===== src/rtl/core_ahbl_arbiter_pkg.sv =====
// Shared types and AHB-Lite encodings for the Ibex instruction/LSU to
// single AHB-Lite master arbiter.
package core_ahbl_arbiter_pkg;

  typedef enum logic [1:0] {ARB_IDLE, ARB_DATA, ARB_ERR} arb_state_e;
  typedef enum logic {OWN_INSTR, OWN_DATA} arb_owner_e;

  localparam logic [1:0] HTRANS_IDLE   = 2'b00;
  localparam logic [1:0] HTRANS_NONSEQ = 2'b10;

  localparam logic [3:0] HPROT_FETCH = 4'b0010;
  localparam logic [3:0] HPROT_DATA  = 4'b0011;

  localparam logic [2:0] HSIZE_BYTE    = 3'b000;
  localparam logic [2:0] HSIZE_HALF    = 3'b001;
  localparam logic [2:0] HSIZE_WORD    = 3'b010;
  localparam logic [2:0] HBURST_SINGLE = 3'b000;

endpackage


===== src/rtl/core_ahbl_arbiter_be2size.sv =====
// Byte-enable to AHB transfer size/offset converter.
//   be      in  4  LSU byte enables
//   hsize   out 3  000 one byte, 001 aligned halfword, else 010 word
//   offset  out 2  index of the lowest set byte enable (haddr[1:0])
module ahbl_be2size
  import core_ahbl_arbiter_pkg::*;
(
  input  logic [3:0] be,
  output logic [2:0] hsize,
  output logic [1:0] offset
);

  always_comb begin
    offset = 2'd0;
    casez (be)
      4'b???1: offset = 2'd0;
      4'b??10: offset = 2'd1;
      4'b?100: offset = 2'd2;
      4'b1000: offset = 2'd3;
      default: offset = 2'd0;
    endcase
  end

  always_comb begin
    hsize = HSIZE_WORD;
    case (be)
      4'b0001, 4'b0010, 4'b0100, 4'b1000: hsize = HSIZE_BYTE;
      4'b0011, 4'b1100:                   hsize = HSIZE_HALF;
      default:                            hsize = HSIZE_WORD;
    endcase
  end

endmodule


===== src/rtl/core_ahbl_arbiter.sv =====
// Shares one AHB-Lite master port between the Ibex instruction-fetch and LSU
// req/gnt/rvalid interfaces. Address and data phases are pipelined so one
// requester's data phase can overlap the next grant; the two-cycle ERROR
// response cancels any new grant.
// Ports: clk_cpu/rstn_cpu (async active-low); instr_* fetch port; data_* LSU
// port; h* AHB-Lite master signals.
// Build option: define CORE_ARB_RR_EN for round-robin on simultaneous
// requests; otherwise data has fixed priority over instruction fetch.
module core_ahbl_arbiter
  import core_ahbl_arbiter_pkg::*;
#(
  parameter int unsigned ADDR_WIDTH = 32,
  parameter int unsigned DATA_WIDTH = 32
) (
  input  logic                  clk_cpu,
  input  logic                  rstn_cpu,
  input  logic                  instr_req_i,
  input  logic [ADDR_WIDTH-1:0] instr_addr_i,
  output logic                  instr_gnt_o,
  output logic                  instr_rvalid_o,
  output logic [DATA_WIDTH-1:0] instr_rdata_o,
  output logic                  instr_err_o,
  input  logic                  data_req_i,
  input  logic                  data_we_i,
  input  logic [3:0]            data_be_i,
  input  logic [ADDR_WIDTH-1:0] data_addr_i,
  input  logic [DATA_WIDTH-1:0] data_wdata_i,
  output logic                  data_gnt_o,
  output logic                  data_rvalid_o,
  output logic [DATA_WIDTH-1:0] data_rdata_o,
  output logic                  data_err_o,
  output logic [ADDR_WIDTH-1:0] haddr_o,
  output logic                  hwrite_o,
  output logic [2:0]            hsize_o,
  output logic [2:0]            hburst_o,
  output logic [3:0]            hprot_o,
  output logic [1:0]            htrans_o,
  output logic                  hmastlock_o,
  output logic [DATA_WIDTH-1:0] hwdata_o,
  input  logic [DATA_WIDTH-1:0] hrdata_i,
  input  logic                  hready_i,
  input  logic                  hresp_i
);

  arb_state_e            state, state_next;
  logic                  dp_valid;
  arb_owner_e            dp_owner;
  logic                  dp_write;
  logic [DATA_WIDTH-1:0] dp_wdata;
  logic                  sel_instr, sel_data;
  logic                  grant_ok, grant, done;
  logic [2:0]            be_hsize;
  logic [1:0]            be_offset;
  logic                  unused_addr_lsb;

  assign unused_addr_lsb = ^data_addr_i[1:0];

  ahbl_be2size u_be2size (
    .be     (data_be_i),
    .hsize  (be_hsize),
    .offset (be_offset)
  );

`ifdef CORE_ARB_RR_EN
  arb_owner_e last_owner;

  always_comb begin
    sel_data  = data_req_i;
    sel_instr = instr_req_i;
    if (instr_req_i && data_req_i) begin
      sel_data  = (last_owner == OWN_INSTR);
      sel_instr = (last_owner == OWN_DATA);
    end
  end

  always_ff @(posedge clk_cpu or negedge rstn_cpu) begin
    if (!rstn_cpu)  last_owner <= OWN_INSTR;
    else if (grant) last_owner <= data_gnt_o ? OWN_DATA : OWN_INSTR;
  end
`else
  always_comb begin
    sel_data  = data_req_i;
    sel_instr = instr_req_i & ~data_req_i;
  end
`endif

  // Reset is folded in combinationally so nothing is granted or driven
  // while rstn_cpu is low, even with requests and hready already high.
  assign grant_ok = rstn_cpu & hready_i & (state != ARB_ERR);
  assign grant    = grant_ok & (sel_data | sel_instr);
  assign done     = dp_valid & hready_i;

  always_ff @(posedge clk_cpu or negedge rstn_cpu) begin
    if (!rstn_cpu) state <= ARB_IDLE;
    else           state <= state_next;
  end

  always_comb begin
    state_next = state;
    case (state)
      ARB_IDLE: if (grant) state_next = ARB_DATA;
      ARB_DATA: begin
        if (hready_i)     state_next = grant ? ARB_DATA : ARB_IDLE;
        else if (hresp_i) state_next = ARB_ERR;
      end
      ARB_ERR:  if (hready_i) state_next = ARB_IDLE;
      default:  state_next = ARB_IDLE;
    endcase
  end

  always_comb begin
    instr_gnt_o    = grant_ok & sel_instr;
    data_gnt_o     = grant_ok & sel_data;
    htrans_o       = grant ? HTRANS_NONSEQ : HTRANS_IDLE;
    instr_rvalid_o = done & (dp_owner == OWN_INSTR);
    data_rvalid_o  = done & (dp_owner == OWN_DATA);
    instr_rdata_o  = (instr_rvalid_o && !dp_write) ? hrdata_i : '0;
    data_rdata_o   = (data_rvalid_o && !dp_write) ? hrdata_i : '0;
    instr_err_o    = instr_rvalid_o & hresp_i;
    data_err_o     = data_rvalid_o & hresp_i;
    hwdata_o       = (dp_valid && dp_write) ? dp_wdata : '0;
  end

  // Address/controls follow the selected requester even while hready is low,
  // so they stay stable over wait states until the grant is finally given.
  always_comb begin
    haddr_o     = '0;
    hwrite_o    = 1'b0;
    hsize_o     = '0;
    hprot_o     = '0;
    hburst_o    = HBURST_SINGLE;
    hmastlock_o = 1'b0;
    if (rstn_cpu) begin
      if (sel_data) begin
        haddr_o  = {data_addr_i[ADDR_WIDTH-1:2], be_offset};
        hwrite_o = data_we_i;
        hsize_o  = be_hsize;
        hprot_o  = HPROT_DATA;
      end else if (sel_instr) begin
        haddr_o  = instr_addr_i;
        hsize_o  = HSIZE_WORD;
        hprot_o  = HPROT_FETCH;
      end
    end
  end

  always_ff @(posedge clk_cpu or negedge rstn_cpu) begin
    if (!rstn_cpu) begin
      dp_valid <= 1'b0;
      dp_owner <= OWN_INSTR;
      dp_write <= 1'b0;
      dp_wdata <= '0;
    end else if (hready_i) begin
      dp_valid <= grant;
      if (grant) begin
        dp_owner <= data_gnt_o ? OWN_DATA : OWN_INSTR;
        dp_write <= data_gnt_o & data_we_i;
        dp_wdata <= (data_gnt_o && data_we_i) ? data_wdata_i : '0;
      end
    end
  end

endmodule


===== config.mk =====
export PLATFORM = sky130hd
export DESIGN_NAME = core_ahbl_arbiter
export DESIGN_NICKNAME = d
export VERILOG_FILES = /design/src/rtl/core_ahbl_arbiter_pkg.sv /design/src/rtl/core_ahbl_arbiter_be2size.sv /design/src/rtl/core_ahbl_arbiter.sv
export SDC_FILE = /design/constraint.sdc
export NUM_CORES = 1
export LEC_CHECK = 0
export CORE_AREA = 2 2 110 112
export CTS_CLUSTER_DIAMETER = 150
export DETAILED_ROUTE_END_ITERATION = 8
export DIE_AREA = 0 0 112 114
export PLACE_DENSITY = 0.72
export SLEW_MARGIN = 20
export SYNTH_ARGS = -nofsm -noshare
export SYNTH_HDL_FRONTEND = slang
export SYNTH_HIERARCHICAL = 1
export SYNTH_SLANG_ARGS = --single-unit

===== constraint.sdc =====
create_clock -name clk_cpu -period 1.5 [get_ports clk_cpu]
set_clock_uncertainty 0.1 [all_clocks]
set_input_delay 0.225 -clock clk_cpu [delete_from_list [all_inputs] [get_ports clk_cpu]]
set_output_delay 0.225 -clock clk_cpu [all_outputs]
set_load 0.005 [all_outputs]

==> results of run 1 <==
[registers in the layout (all words and copies together) (netlist names)]
signal,count
dp_write,1
dp_owner,1
dp_wdata,32
dp_valid,1
state,2
[cell usage in the layout (no fill, tap or decap), drive strengths merged]
cell type | netlist | final
and2 | 91 | 91
clkdlybuf4s15 | 0 | 8
nor3b | 1 | 1
nand3 | 1 | 1
nand2 | 1 | 1
dlygate4sd3 | 0 | 3
clkdlybuf4s50 | 0 | 139
a21boi | 1 | 1
nor4bb | 1 | 1
dfrtp | 37 | 37
a22o | 42 | 42
inv | 4 | 5
bufinv | 0 | 2
dlygate4sd2 | 0 | 2
clkbuf | 15 | 26
o21ai | 1 | 1
nor3 | 2 | 2
nand3b | 1 | 1
o21a | 1 | 1
a21oi | 3 | 3
and3b | 2 | 2
nor2 | 4 | 4
a31o | 1 | 1
and2b | 1 | 1
buf | 21 | 156
xnor2 | 1 | 1
dlymetal6s2s | 0 | 15
a21o | 1 | 1
mux2 | 23 | 23
conb | 2 | 8
nand4 | 1 | 1
and3 | 38 | 38
nand2b | 2 | 2
[worst paths after layout]
check                             start          endpoint  slack [ns]  cells after the start
max                            dp_valid  data_rdata_o[17]       -0.46                      6
min                          data_req_i          dp_owner        0.24                      3
max reg2reg                    state[0]       dp_wdata[5]       -0.01                      5
min reg2reg                dp_wdata[12]      dp_wdata[12]        0.40                      1
max in group asynchronous      rstn_cpu          dp_write        0.51                      5
min in group asynchronous      rstn_cpu      dp_wdata[23]        0.27                      3
[worst min-delay path: stages]
cell	delay, ns
buf_6	0.07
buf_4	0.14
a22o_1	0.14
[area by class of cell]
cell class | count | area (um2) | area share
Tap cell | 147 | 184 | 0.0274
Clock inverter | 3 | 68.8 | 0.0103
Multi-Input combinational cell | 228 | 1930 | 0.288
Timing Repair Buffer | 344 | 3450 | 0.515
Sequential cell | 37 | 927 | 0.138
Inverter | 4 | 15.0 | 0.00224
Clock buffer | 5 | 125 | 0.0186
[timing repair]
action / in CTS / in global routing
cloned: 10 / 4
gates resized for setup: 476 / 150
endpoints found under the setup margin: 173 / 170
endpoints found under the hold margin: 37 / 0
pin swaps: 39 / 39
setup buffers: 25 / 11
hold buffers: 3 / 0
[per-layer routing]
layer | wire length, um | share of wire
met5 | 0 | 0
met4 | 254 | 0.017
met3 | 917 | 0.062
met2 | 7550 | 0.51
met1 | 6150 | 0.41
[power by group]
group,total [mW],internal (mW),switching [mW]
clock network,1.37,0.958,0.411
registers,1.13,1.08,0.0526
logic,1.44,0.931,0.510
[kinds of logic (layout without fill, tap and decap cells)]
logic type	after synthesis	after routing	synth area share
other	2	8	0.00265
AOI/OAI and AO/OA	50	50	0.151
muxes	23	23	0.115
and+or+nand+nor	146	146	0.326
xor gates and xnor gates	1	1	0.00309
buffers and inverters	40	356	0.0756
DFF	37	37	0.327
[through the flow]
stage	util	hold slack, ns	TNS, ns	setup WS, ns
floorplan	-	-0.171	0	0.0430
global placement	0.501	0.101	-90.91	-0.706
detailed placement	0.501	0.116	-95.64	-0.754
CTS	0.560	0.231	-43.78	-0.540
global route	0.573	0.254	-35.52	-0.500
finish	0.573	0.237	-28.84	-0.459
==> flow_summary_export.csv, run 1 <==
group,metric,value,unit
run_status,status,"finished with violations",
run_status,violations,"negative setup slack",
worst_setup_path,cp_num_buf_inv,3,
sta,post-route-period-util,1.31,
cts,cts_sinks,37,
worst_setup_path,cp_max_fo,6,
logic_synthesis,synth_commonest_cells,"and2_1 (91), a22o_1 (42), and3_1 (38), dfrtp_1 (37), mux2_4 (18)",
die,row_count,40,
detailed_routing,first_pass_iters,4,
global_routing,antenna_found_initial,0,
logic_synthesis,synth_area_leaders,"dfrtp_1 (33%), and2_1 (20%), a22o_1 (13%)",
placement,hpwl,10.2,mm
logic_synthesis,synth_cells,299,
placement,place_congestion,0.864,
die,initial_utilization,0.242,
global_routing,grt_start_max_net_pins,34,
global_routing,grt_pass1_vias,3704,
die,die_x,112,um
worst_setup_path,max_stage_delay,0.43,ns
cells_and_area,postLayoutCellArea,0.00671,mm2
sta,fin_crit,1.96,ns
cells_and_area,final-instance-count-excl-fill,768,
placement,dp_cells,719,
worst_setup_path,crit_path_end_kind,"output pin",
global_routing,grtUsageTotal,0.212,
die,core_area,0.0117,mm2
detailed_routing,drt_wl_total,14.9,mm
die,die_height,114,um
global_routing,grtUsageMet2,0.377,
power_and_ir_drop,finalPower,3.94,mW
placement,placedInstanceArea,0.00587,mm2
die,dieArea,0.0128,mm2
cts,cts_buffer_depth,2,
cells_and_area,syn_to_final_growth,137,%
worst_setup_path,worstPathArrival,1.63,ns
global_routing,met1_usage,0.269,
sta,setup_ws,-0.459,ns
power_and_ir_drop,power.leakage,3.62,nW
logic_synthesis,synth.top_cell.area_share,0.327,
cells_and_area,n_antenna_cell,0,
logic_synthesis,netlist_area,0.00283,mm2
detailed_routing,ant_nets,0,
worst_setup_path,critPathLaunchType,"flip-flop",
worst_setup_path,cp_cell_sequence,"and3_4 -> and2b_4 -> buf_16 -> buf_12 -> and2_1 -> buf_2",
cells_and_area,fill_cells,1055,
detailed_routing,drc_errors,0,
cts,cts_tree,"yes",
worst_setup_path,cpLargestDelayFamily,"simple AND/OR/NAND/NOR gates",
logic_synthesis,yosysWarnings,6,
worst_setup_path,slowest_stage,"dfrtp_1",
cts,cts_buffers,5,
logic_synthesis,ys_seq_area_frac,0.327,
sta,setup_viol,143,
logic_synthesis,synth_top_cell_by_area,"dfrtp_1",
logic_synthesis,async_reset_ff_frac,1.00,
sta,drv_slew,0,
global_routing,grt_pass1_wl,21.3,mm
die,pin_count,287,
logic_synthesis,syn_area_per_cell,9.47,um2
job,cap_viol_max_count,0,
cts,cts-root-buf,"clkbuf_16",
cts,htree_num_levels,2,
detailed_routing,first_iter_violations,183,
sta,rsz0062_at_grt,"yes",
sta,max_freq,511,MHz
logic_synthesis,synth_flop_cell,"dfrtp_1",
global_routing,use_met3,0.0388,
power_and_ir_drop,pwr_density_cell,587,mW/mm2
detailed_routing,num_vias,3565,
placement,io_buffer_count,276,
cts,clk_pin_slew,0.06,ns
worst_setup_path,path_class,"flip-flop to output pin",
cells_and_area,nets,759,
logic_synthesis,ys_seq_elements,37,
global_routing,grt_overflow,0,
power_and_ir_drop,irDropWorstVdd,0.457,mV
detailed_routing,viasPerCell,4.64,
detailed_routing,wire_per_inst,19.4,um
worst_hold_path,min_path_type,"primary input to flip-flop",
logic_synthesis,yosysMostFrequentCell,"and2_1",
worst_setup_path,crit_required,1.17,ns
logic_synthesis,synth_cell_types,30,
logic_synthesis,synth-edff-count,0,
sta,hold_viol,0,
cells_and_area,drive_above_1_share,0.454,
cts,clk_latency,0.28,ns
global_routing,busiest_layer,"met2",
(Power assumes the default switching activity.)
==> run 2, diff against run 1 <==
GPL_ROUTABILITY_DRIVEN = 0   (was not set)
==> flow_summary_export.csv, run 2 (synthesis results as in run 1) <==
group,metric,value,unit
run_status,status,"finished with violations",
run_status,violations,"negative hold slack, negative setup slack",
worst_setup_path,rr_endpoint,"dp_wdata[9]",
sta,setup_viol,116,
detailed_routing,num_vias,3504,
global_routing,met1_usage,0.256,
worst_setup_path,crit_required,1.17,ns
placement,hpwl,10.3,mm
global_routing,busiest_layer,"met2",
worst_setup_path,crit_path_end_kind,"output pin",
worst_setup_path,path_class,"flip-flop to output pin",
die,initial_utilization,0.242,
die,die_x,112,um
worst_hold_path,min_path_type,"primary input to asynchronous set/reset pin",
global_routing,grt_overflow,0,
cts,cts_buffer_depth,2,
detailed_routing,ant_nets,0,
placement,io_buffer_count,276,
cts,htree_num_levels,2,
cells_and_area,postLayoutCellArea,0.00644,mm2
die,core_area,0.0117,mm2
sta,rsz0062_at_grt,"yes",
worst_setup_path,worstPathArrival,1.60,ns
sta,setup_ws,-0.429,ns
power_and_ir_drop,pwr_density_cell,552,mW/mm2
cts,cts_sinks,37,
sta,max_freq,518,MHz
global_routing,grt_pass1_vias,3590,
cts,clk_pin_slew,0.06,ns
global_routing,use_met3,0.0505,
sta,drv_slew,0,
global_routing,grtUsageMet2,0.349,
detailed_routing,first_pass_iters,4,
global_routing,grtUsageTotal,0.204,
cells_and_area,final_common_cell,"clkdlybuf4s50_1",
power_and_ir_drop,finalPower,3.55,mW
detailed_routing,first_iter_violations,189,
cts,cts-root-buf,"clkbuf_16",
worst_setup_path,ff2ff_path_depth,5,
cells_and_area,drive_above_1_share,0.427,
cells_and_area,nets,745,
sta,post-route-period-util,1.29,
cts,cts_buffers,5,
global_routing,grt_pass1_wl,20.6,mm
worst_setup_path,rrSetupSlack,-0.03,ns
sta,fin_crit,1.93,ns
cells_and_area,regMostFlops,"dp_wdata",
worst_setup_path,crit_start,"dp_valid",
die,row_count,40,
die,dieArea,0.0128,mm2
worst_setup_path,r2r-start,"state[0]",
cells_and_area,final_cell_mix,"clkdlybuf4s50_1 (162), buf_6 (68), buf_2 (56), and2_4 (47), and2_1 (44)",
cts,cts_tree,"yes",
detailed_routing,wire_per_inst,19.2,um
cells_and_area,largest_register_ff_count,32,
cells_and_area,n_antenna_cell,0,
die,pin_count,287,
worst_setup_path,cp_max_fo,33,
cts,clk_latency,0.27,ns
global_routing,grt_start_max_net_pins,34,
global_routing,antenna_found_initial,0,
cells_and_area,reg_top3,"dp_wdata x32, state x2",
sta,hold_viol,2,
detailed_routing,drt_wl_total,14.4,mm
detailed_routing,drc_errors,0,
placement,placedInstanceArea,0.00586,mm2
worst_setup_path,critPathLaunchType,"flip-flop",
sta,whs,-0.0101,ns
cells_and_area,syn_to_final_growth,127,%
power_and_ir_drop,power.leakage,3.26,nW
die,die_height,114,um
power_and_ir_drop,irDropWorstVdd,0.520,mV
job,cap_viol_max_count,0,
detailed_routing,viasPerCell,4.65,
placement,pre_cts_ws,-0.737,ns
[run 2: changes by cell type in the layout (fill, tap and decap cells not counted), sizes merged]
cell | before | now
buf | 156 | 154
bufinv | 2 | 0
clkbuf | 26 | 16
clkdlybuf4s15 | 8 | 1
clkdlybuf4s50 | 139 | 162
clkinv | 0 | 2
dlygate4sd2 | 2 | 1
dlygate4sd3 | 3 | 1
dlymetal6s2s | 15 | 0
dlymetal6s4s | 0 | 1
inv | 5 | 4
[run 2: repair_timing]
action / CTS / global route
cloned: 6 / 6
gates resized for setup: 457 / 140
setup endpoints to repair: 173 / 150
hold buffers: 2 / 0
pin swaps: 17 / 32
endpoints found under the hold margin: 37 / 0
buffers inserted: 16 / 3
[run 2: routing by layer]
layer	vias up	wire [um]
li1	1637	-
met1	1680	5820
met2	167	7300
met3	20	1040
met4	0	290
met5	-	0
[run 2: power breakdown]
part | switching, mW | internal [mW] | total, mW
clock network | 0.390 | 0.660 | 1.05
logic | 0.494 | 0.880 | 1.37
registers | 0.0535 | 1.08 | 1.13
[run 2: how the worst max path moves through the flow]
stage / end
after floorplan: data_rdata_o[10]
after global placement: instr_rdata_o[0]
after detailed placement: instr_rdata_o[0]
after CTS: instr_rdata_o[19]
after global routing: hwdata_o[2]
final: hwdata_o[23]
[run 2: worst max-delay path: stages, from the launching register on]
cell	delay, ns
dfrtp_1	0.41
buf_8	0.21
and3_1	0.17
clkdlybuf4s50_1	0.52
[run 2: stage by stage]
stage	setup TNS (ns)	hold slack, ns	instances	utilization
after floorplan	0	-0.171	305	-
after global placement	-89.34	0.105	718	0.500
after detailed placement	-92.98	0.118	718	0.500
after CTS	-40.68	0.192	749	0.522
after global routing	-45.76	0.00878	754	0.550
final	-37.35	-0.0101	754	0.550
[run 2: area by class of cell]
cell class	instances	area, um2
Sequential cell	37	927
Timing Repair Buffer	330	3230
Multi-Input combinational cell	228	1930
Fill cell	1027	5280
Clock inverter	2	13.8
Tap cell	147	184
Inverter	4	15.0
Clock buffer	6	139
==> run 3, diff against run 2 <==
ABC_AREA = 1   (was not set)
CORE_AREA = 2 2 111 113   (was 2 2 110 112)
DIE_AREA = 0 0 113 115   (was 0 0 112 114)
SKIP_CTS_REPAIR_TIMING = 1   (was not set)
==> flow_summary_export.csv, run 3 <==
group,metric,value,unit
detailed_routing,ant_nets,0,
cells_and_area,largest_register_ff_count,32,
sta,setup_ws,-0.602,ns
placement,io_buffer_count,276,
cts,cts_tree,"yes",
cts,htree_num_levels,2,
logic_synthesis,synth-edff-count,0,
logic_synthesis,synth_top_cell_by_area,"dfrtp_1",
cells_and_area,nets,969,
power_and_ir_drop,irDropWorstVdd,0.377,mV
die,dieArea,0.0130,mm2
cells_and_area,final_cell_mix,"nand2_1 (144), clkdlybuf4s50_1 (131), inv_1 (79), nor2_1 (64), buf_2 (59)",
run_status,violations,"design-rule violations, negative setup slack",
sta,setup_tns,-40.36,ns
sta,whs,0.255,ns
die,die_height,115,um
logic_synthesis,ys_seq_area_frac,0.316,
die,initial_utilization,0.248,
logic_synthesis,ys_seq_elements,37,
logic_synthesis,synth_area_leaders,"dfrtp_1 (32%), nand2_1 (19%), nor2_1 (13%)",
global_routing,antenna_found_initial,0,
logic_synthesis,synth_cell_types,23,
worst_setup_path,crit_required,1.17,ns
cells_and_area,syn_to_final_growth,125,%
cells_and_area,drive_above_1_share,0.298,
sta,setup_viol,122,
sta,post-route-period-util,1.40,
worst_setup_path,slowest_stage,"dfrtp_1",
cells_and_area,reg_top3,"dp_wdata x32, state x2",
sta,hold_viol,0,
worst_setup_path,worstSetupPathDepth,8,
worst_setup_path,crit_end,"instr_rdata_o[31]",
detailed_routing,wire_per_inst,14.8,um
detailed_routing,num_vias,4284,
job,cap_viol_max_count,0,
cells_and_area,final-instance-count-excl-fill,978,
detailed_routing,first_pass_iters,7,
logic_synthesis,yosysWarnings,6,
global_routing,grt_pass1_wl,18.2,mm
detailed_routing,first_iter_violations,225,
worst_setup_path,cp_max_fo,7,
worst_setup_path,ff2ff_path_depth,7,
worst_setup_path,crit_start,"dp_owner",
die,die_x,113,um
cts,cts_buffer_depth,2,
global_routing,grt_pass1_vias,3607,
cts,clk_pin_slew,0.06,ns
worst_setup_path,r2r-start,"state[0]",
worst_setup_path,rrSetupSlack,0.05,ns
cells_and_area,regMostFlops,"dp_wdata",
detailed_routing,drc_errors,20,
logic_synthesis,syn_area_per_cell,5.83,um2
worst_hold_path,min_path_type,"primary input to flip-flop",
sta,drv_slew,0,
detailed_routing,drt_wl_total,14.5,mm
logic_synthesis,synth_commonest_cells,"nand2_1 (150), nor2_1 (105), inv_1 (86), dfrtp_1 (37)",
sta,max_freq,476,MHz
logic_synthesis,yosysMostFrequentCell,"nand2_1",
worst_setup_path,path_class,"flip-flop to output pin",
detailed_routing,viasPerCell,4.38,
logic_synthesis,synth_flop_cell,"dfrtp_1",
sta,fin_crit,2.10,ns
worst_setup_path,crit_path_end_kind,"output pin",
global_routing,grt_start_max_net_pins,37,
logic_synthesis,synth_cells,503,
cells_and_area,final_common_cell,"nand2_1",
cts,clk_latency,0.27,ns
worst_setup_path,cpLargestDelayFamily,"buffers and inverters",
worst_setup_path,rr_endpoint,"dp_wdata[3]",
cts,cts-root-buf,"clkbuf_16",
cells_and_area,post-route-util,0.558,
placement,hpwl,9.90,mm
global_routing,grt_overflow,0,
power_and_ir_drop,pwr_density_cell,580,mW/mm2
worst_setup_path,max_stage_delay,0.42,ns
global_routing,grtUsageTotal,0.174,
logic_synthesis,async_reset_ff_frac,1.00,
die,core_area,0.0118,mm2
die,row_count,40,
logic_synthesis,netlist_area,0.00293,mm2
logic_synthesis,synth.top_cell.area_share,0.316,
cells_and_area,n_antenna_cell,0,
sta,rsz0062_at_grt,"yes",
cts,cts_sinks,37,
worst_setup_path,cp_num_buf_inv,5,
worst_setup_path,cp_cell_sequence,"nor3_2 -> nand2_2 -> buf_6 -> clkbuf_16 -> buf_8 -> buf_6 -> nor2_4 -> buf_6",
placement,dp_cells,926,
worst_setup_path,critPathLaunchType,"flip-flop",
power_and_ir_drop,power.leakage,4.14,nW
worst_setup_path,worstPathArrival,1.78,ns
worst_setup_path,crit_top_cell,"buf_6",
die,pin_count,287,
cts,cts_buffers,5,
run_status,status,"finished with violations",
==> run 3: changes by cell type in the layout (fill, tap and decap cells not counted), moves of 35 or more <==
cell,change
a22o_1,-42
and2_1,-44
and2_4,-46
buf_6,-52
dlymetal6s2s_1,+45
inv_1,+76
nand2_1,+144
nor2_1,+62
nor2_2,+35
==> run 3: kinds of logic after synthesis <==
kind of cell | count (synthesis) | share of synthesized area
flip-flops | 37 | 0.316
AO/OA/AOI/OAI | 5 | 0.0141
AND/OR/NAND/NOR | 330 | 0.475
buffers and inverters | 129 | 0.193
other | 2 | 0.00256
==> run 3: worst min-delay path: cells and delay by family <==
kind,cells,cell delay (ns)
buffers and inverters,2,0.25
AND/OR/NAND/NOR,2,0.12
==> run 3: worst min path at each step <==
stage               startpoint      endpoint  slack (ns)  cells past startpoint
finish              data_req_i      dp_owner        0.26                      4
global route        data_req_i      dp_owner        0.28                      4
CTS                   rstn_cpu  dp_wdata[30]       -0.06                      2
detailed placement    rstn_cpu  dp_wdata[26]        0.24                      2
global placement      rstn_cpu  dp_wdata[26]        0.23                      2
floorplan             rstn_cpu      dp_owner       -0.17                      0
==> run 3: area by class of cell <==
| type | count | area (um2) |
|---|---|---|
| Multi-Input combinational cell | 343 | 1650 |
| Clock buffer | 6 | 129 |
| Tap cell | 147 | 184 |
| Timing Repair Buffer | 356 | 3330 |
| Sequential cell | 37 | 926 |
| Fill cell | 1153 | 5230 |
| Inverter | 87 | 329 |
| Clock inverter | 2 | 38.8 |
==> run 3: through the flow <==
| stage | total power, mW | cell area, um2 | setup WS (ns) |
|---|---|---|---|
| detailed placement | 2.44 | 5990 | -0.816 |
| floorplan | 1.62 | 2960 | 0.122 |
| global placement | 2.43 | 5990 | -0.807 |
| finish | 3.82 | 6590 | -0.602 |
| global route | 4.03 | 6590 | -0.644 |
| CTS | 3.65 | 6160 | -0.836 |
==> run 3: where the power goes <==
| group | switching (mW) | internal, mW |
|---|---|---|
| registers | 0.0678 | 1.11 |
| logic | 0.623 | 0.830 |
| clock network | 0.408 | 0.788 |
| total | 1.10 | 2.72 |
==> run 3: routing by layer <==
layer  wire length, um  share of wire  track usage
met1              5380           0.37        0.196
met4               136         0.0094       0.0447
met3              1150          0.079       0.0416
met5                 0              0            0
met2              7840           0.54        0.331
